### src/rtl/enc_pkg.sv
// Shared definitions for the serial priority event encoder.
package enc_pkg;

  // Priority modes for the slot arbiter
  localparam int ENC_LSB = 0;
  localparam int ENC_MSB = 1;
  localparam int ENC_RR  = 2;

  // Output slot state; PRESENT means out_idx carries an unaccepted event
  typedef enum logic {
    ST_EMPTY   = 1'b0,
    ST_PRESENT = 1'b1
  } slot_state_t;

  // Ceiling log2, minimum result 1 so a 2-line encoder still gets a 1-bit index
  function automatic int clog2(input int value);
    int res;
    res = 0;
    while ((1 << res) < value) res++;
    if (res < 1) res = 1;
    return res;
  endfunction

endpackage

### src/rtl/enc_pri_sel.sv
// Combinational one-of-N selector: lowest set bit at or above base (wrapping),
// or highest set bit when msb_first is set (base ignored in that case).
module enc_pri_sel
  import enc_pkg::*;
#(
  parameter int N     = 8,
  parameter int IDX_W = 3
) (
  input  logic [N-1:0]     vec,
  input  logic [IDX_W-1:0] base,
  input  logic             msb_first,
  output logic             any,
  output logic [IDX_W-1:0] idx
);

  logic [2*N-1:0]   dbl;
  logic [N-1:0]     rot;
  logic [IDX_W-1:0] off;
  logic [IDX_W-1:0] hi;
  logic [IDX_W:0]   sum;

  // Rotate the request vector down by base, find the first set bit, then undo the rotation
  always_comb begin
    any = |vec;
    dbl = {vec, vec} >> base;
    rot = dbl[N-1:0];
    off = '0;
    hi  = '0;
    // descending scan so the lowest set bit of the rotated vector is kept
    for (int i = N - 1; i >= 0; i--) begin
      if (rot[i]) off = IDX_W'(i);
    end
    // ascending scan so the highest set bit of the raw vector is kept
    for (int i = 0; i < N; i++) begin
      if (vec[i]) hi = IDX_W'(i);
    end
    // modular add; explicit wrap because N need not be a power of two
    sum = {1'b0, off} + {1'b0, base};
    if (sum >= (IDX_W + 1)'(N)) sum = sum - (IDX_W + 1)'(N);
    idx = msb_first ? hi : sum[IDX_W-1:0];
  end

endmodule

### src/rtl/encoder_serial_pri.sv
// N-line event encoder: captures request pulses into a pending vector and
// presents one index per transfer on a registered valid/ready slot.
module encoder_serial_pri
  import enc_pkg::*;
#(
  parameter int N        = 8,
  parameter int ARB_MODE = ENC_LSB
) (
  input  logic                   clk,
  input  logic                   rst,
  input  logic [N-1:0]           req_i,
  output logic                   out_valid,
  input  logic                   out_ready,
  output logic [clog2(N)-1:0]    out_idx,
  output logic [N-1:0]           pending_o,
  output logic                   drop_o
);

  localparam int IDX_W = clog2(N);

  slot_state_t      state_reg;
  logic [N-1:0]     pending_reg;
  logic [IDX_W-1:0] idx_reg;
  logic [IDX_W-1:0] ptr_reg;
  logic             drop_reg;

  logic             load;
  logic [N-1:0]     cand;
  logic             sel_any;
  logic [IDX_W-1:0] sel_idx;
  logic [N-1:0]     sel_mask;
  logic [IDX_W-1:0] sel_base;
  logic [IDX_W-1:0] ptr_next;
  logic             drop_next;

  assign load      = (state_reg == ST_EMPTY) || out_ready;
  assign cand      = pending_reg | req_i;
  assign sel_base  = (ARB_MODE == ENC_RR) ? ptr_reg : '0;
  assign sel_mask  = N'(1) << sel_idx;
  assign ptr_next  = (sel_idx == IDX_W'(N - 1)) ? '0 : sel_idx + IDX_W'(1);

  enc_pri_sel #(
    .N     (N),
    .IDX_W (IDX_W)
  ) u_sel (
    .vec       (cand),
    .base      (sel_base),
    .msb_first (ARB_MODE == ENC_MSB),
    .any       (sel_any),
    .idx       (sel_idx)
  );

  // A request that lands on an already-pending line merges and is lost, unless it is the winner
  always_comb begin
    drop_next = 1'b0;
    if (load && sel_any) drop_next = |(req_i & pending_reg & ~sel_mask);
    else                 drop_next = |(req_i & pending_reg);
  end

  // Slot FSM, pending capture, round-robin pointer and drop flag
  always_ff @(posedge clk) begin
    if (rst) begin
      state_reg   <= ST_EMPTY;
      pending_reg <= '0;
      idx_reg     <= '0;
      ptr_reg     <= '0;
      drop_reg    <= 1'b0;
    end else begin
      drop_reg <= drop_next;
      if (load) begin
        if (sel_any) begin
          state_reg   <= ST_PRESENT;
          idx_reg     <= sel_idx;
          pending_reg <= cand & ~sel_mask;
          ptr_reg     <= ptr_next;
        end else begin
          state_reg   <= ST_EMPTY;
          pending_reg <= cand;
        end
      end else begin
        // held slot: index and valid stay frozen, new events only accumulate
        pending_reg <= cand;
      end
    end
  end

  assign out_valid = (state_reg == ST_PRESENT);
  assign out_idx   = idx_reg;
  assign pending_o = pending_reg;
  assign drop_o    = drop_reg;

endmodule

### config.mk
export PLATFORM = sky130hd
export DESIGN_NAME = encoder_serial_pri
export DESIGN_NICKNAME = d
export VERILOG_FILES = /design/src/rtl/enc_pkg.sv /design/src/rtl/enc_pri_sel.sv /design/src/rtl/encoder_serial_pri.sv
export SDC_FILE = /design/constraint.sdc
export NUM_CORES = 1
export LEC_CHECK = 0
export BUFFER_PORTS_ARGS = -buffer_cell sky130_fd_sc_hd__buf_2
export CAP_MARGIN = 20
export CORE_UTILIZATION = 45
export CTS_CLUSTER_DIAMETER = 120
export DETAILED_ROUTE_END_ITERATION = 16
export GPL_TIMING_DRIVEN = 0
export PLACE_DENSITY = 0.72
export SYNTH_ARGS = -nofsm -noshare
export SYNTH_HDL_FRONTEND = slang
export SYNTH_SLANG_ARGS = --single-unit
### constraint.sdc
create_clock -name clk -period 3.2 [get_ports clk]
set_input_delay 0.16 -clock clk [delete_from_list [all_inputs] [get_ports clk]]
set_output_delay 0.16 -clock clk [all_outputs]
set_load 0.05 [all_outputs]
==> results.py <==
metrics = {
    "outcome": {
        "status": "complete, no violations",
    },
    "cts": {
        "clk_pin_slew_worst_paths_ps": 80,
        "cts_repair_resize_count": 0,
        "cts_sinks": 13,
        "clockRootBuffer": "clkbuf_4",
        "numCtsBuffers": 3,
        "cts_tree": "built",
        "cts_max_level": 1,
        "insertion_delay_ps": 290,
        "clock_path_buffers": 2,
        "post_cts_buffers": 0,
        "ctsHoldBuffers": 0,
    },
    "synth": {
        "syn-num-nets": 91,
        "synth_cell_types": 35,
        "syn_inst": 80,
        "synth_area_sq_um": 738.2,
        "ys_warn_count": 0,
        "ys_seq_elements": 13,
        "synth_seq_area_share": 0.3525,
        "syn_area_per_cell_sq_um": 9.228,
    },
    "critical_path": {
        "worstSetupEndpointType": "register",
        "crit_path_top_delay_cell": "nor4_2",
        "cp_cell_sequence": "nor4_2 > o21ai_2 > and3_4 > a2111oi_4 > a22oi_1 > a221o_1",
        "rr_startpoint": "pending_o[7]$_SDFF_PP0_",
        "r2r-end": "drop_o$_SDFF_PP0_",
        "slowest_delay_ps": 490,
        "r2r_cells": 6,
        "criticalPathCategory": "register to register",
        "cp.required_ps": 3380,
        "cp_data_arrival_time_ps": 2250,
        "crit_path_max_fanout": 5,
        "crit_path_start_kind": "register",
        "r2r_slack_ps": 1130,
        "startpoint": "pending_o[7]$_SDFF_PP0_",
    },
    "floorplan": {
        "ioPinCount": 24,
        "die_x_um": 42.50,
        "die_h_um": 42.50,
        "core_sq_um": 1524,
        "dieArea_sq_um": 1806,
        "initial_utilization": 0.4844,
        "fp-row-count": 14,
    },
    "timing": {
        "hold_viol": 0,
        "fin_setup_tns_ps": 0,
        "final_max_slew_viol_count": 0,
        "fin_crit_sh": 0.6456,
        "layout_min_cycle_time_ps": 2066,
        "rsz0062_at_grt": "false",
        "max_slew_margin": 0.5829,
        "fin_skew_ps": 0.7233,
        "clock.fmax_mhz": 484.1,
        "setup_viol_count_final": 0,
        "hold_slack_ps": 130.8,
        "tightest_slew_ps": 624.6,
    },
    "routing": {
        "vias_per_cell": 6.276,
        "drt_iter0_markers": 19,
        "avgRoutedWirePerCell_um": 14.59,
        "drt-pass1-iter-count": 4,
        "post-route-drc-count": 0,
        "routed_wl_mm": 1.794,
        "ant_nets": 0,
        "vias": 772,
    },
    "place": {
        "finalWeightedCongestion": 0.9322,
        "portBuffers": 23,
        "dp_hpwl_mm": 1.383,
    },
    "global_route": {
        "busiest_layer": "met2",
        "groute.usage.overall": 0.2269,
        "grt_use_met2": 0.3354,
        "gr-total-overflow": 0,
        "met3_usage": 0.09052,
        "grt_pass1_vias": 671,
        "antenna_found_initial": 0,
        "met1_usage": 0.2732,
        "grt_pass1_wl_mm": 2.980,
        "grt_max_degree": 11,
    },
    "finish": {
        "mostFrequentLayoutCell": "buf_2",
        "syn2layout_area_growth_pct": 22.03,
        "insertedDiodeCount": 0,
        "drive_above_1_share": 0.3738,
        "final_cell_mix": "25 x buf_2, 13 x dfxtp_1, 12 x nor2_1",
        "finalNetCount": 119,
    },
    "power_and_ir_drop": {
        "ir_drop_mv": 0.2967,
        "pwr_density_cell_nw_per_um2": 461.7,
        "power_leakage_nw": 0.3831,
        "power_mw": 0.4160,
    },
    "worst_hold_path": {
        "hold_start": "rst",
        "hold_depth": 2,
        "worstHoldEndpoint": "pending_o[1]$_SDFF_PP0_",
        "min_path_type": "input pin to register",
    },
    "job": {
        "drv_cap": 0,
    },
}
-- state kept, by name, summed over array words and instances, names as in the netlist --
signal     flops
drop_o         1
out_idx        3
out_valid      1
pending_o      8
-- cells by family (layout without fill, tap and decap cells) --
family / Yosys count / in the layout / synth area share
buf+inv: 4 / 31 / 0.02372
flops: 13 / 13 / 0.3525
mux: 2 / 2 / 0.02881
simple gates: 34 / 34 / 0.2678
compound gates: 27 / 27 / 0.3271
-- synthesized netlist by cell type, drive strengths merged --
cell type / n / share of area
a2111oi: 1 / 0.037
a211o: 1 / 0.012
a211oi: 6 / 0.061
a21oi: 2 / 0.014
a221o: 1 / 0.014
a221oi: 1 / 0.012
a22oi: 5 / 0.051
a311oi: 2 / 0.024
a31o: 1 / 0.012
a41oi: 1 / 0.012
and2: 2 / 0.017
and3: 3 / 0.032
buf: 2 / 0.014
clkbuf: 1 / 0.0051
dfxtp: 13 / 0.35
inv: 1 / 0.0051
mux2: 1 / 0.015
mux2i: 1 / 0.014
nand2: 7 / 0.036
nand2b: 1 / 0.0085
nand3: 2 / 0.014
nor2: 14 / 0.097
nor3: 1 / 0.0068
nor4: 3 / 0.042
o21ai: 2 / 0.019
o311a: 1 / 0.015
o311ai: 2 / 0.034
o41ai: 1 / 0.012
or4: 1 / 0.015
-- worst max-delay path by stage --
stage,to,depth (start not counted)
2_1_floorplan,drop_o$_SDFF_PP0_,6
3_3_place_gp,drop_o$_SDFF_PP0_,6
3_5_place_dp,drop_o$_SDFF_PP0_,6
4_1_cts,drop_o$_SDFF_PP0_,6
5_1_grt,drop_o$_SDFF_PP0_,7
6_report,drop_o$_SDFF_PP0_,6
-- where the power goes --
part	internal (mW)	switching, mW	leakage [nW]
clock	0.0465	0.0589	0.0177
sequential	0.173	0.0118	0.108
combinational	0.0399	0.0855	0.257
-- stage by stage --
| step | setup slack (ps) | std cells | util | cell area, sq um |
|---|---|---|---|---|
| 2_1_floorplan | 980.6 | 80 | - | 738.2 |
| 3_3_place_gp | 1153 | 119 | 0.5731 | 873.3 |
| 3_5_place_dp | 1150 | 119 | 0.5731 | 873.3 |
| 4_1_cts | 1122 | 123 | 0.5911 | 900.9 |
| 5_1_grt | 974.1 | 123 | 0.5911 | 900.9 |
| 6_report | 1134 | 123 | 0.5911 | 900.9 |
-- layout make-up --
class / instances / area (sq um)
Clock buffer: 3 / 22.52
Fill cell: 148 / 623.1
Timing Repair Buffer: 23 / 115.1
Sequential cell: 13 / 260.3
Clock inverter: 1 / 5.005
Buffer: 3 / 13.76
Multi-Input combinational cell: 63 / 460.4
Tap cell: 16 / 20.02
Inverter: 1 / 3.754
-- per-layer routing --
| layer | share of wire | vias to the layer above |
|---|---|---|
| li1 | - | 372 |
| met2 | 0.47 | 34 |
| met5 | 0 | - |
| met1 | 0.44 | 361 |
| met3 | 0.068 | 5 |
| met4 | 0.015 | 0 |
-- critical path, delay by kind of cell (launching register included) --
kind               cells  cell delay, ps
AOI/OAI and AO/OA      4             910
and+or+nand+nor        2             720
DFF                    1             340
No activity file was read; power rests on OpenSTA's default activity.
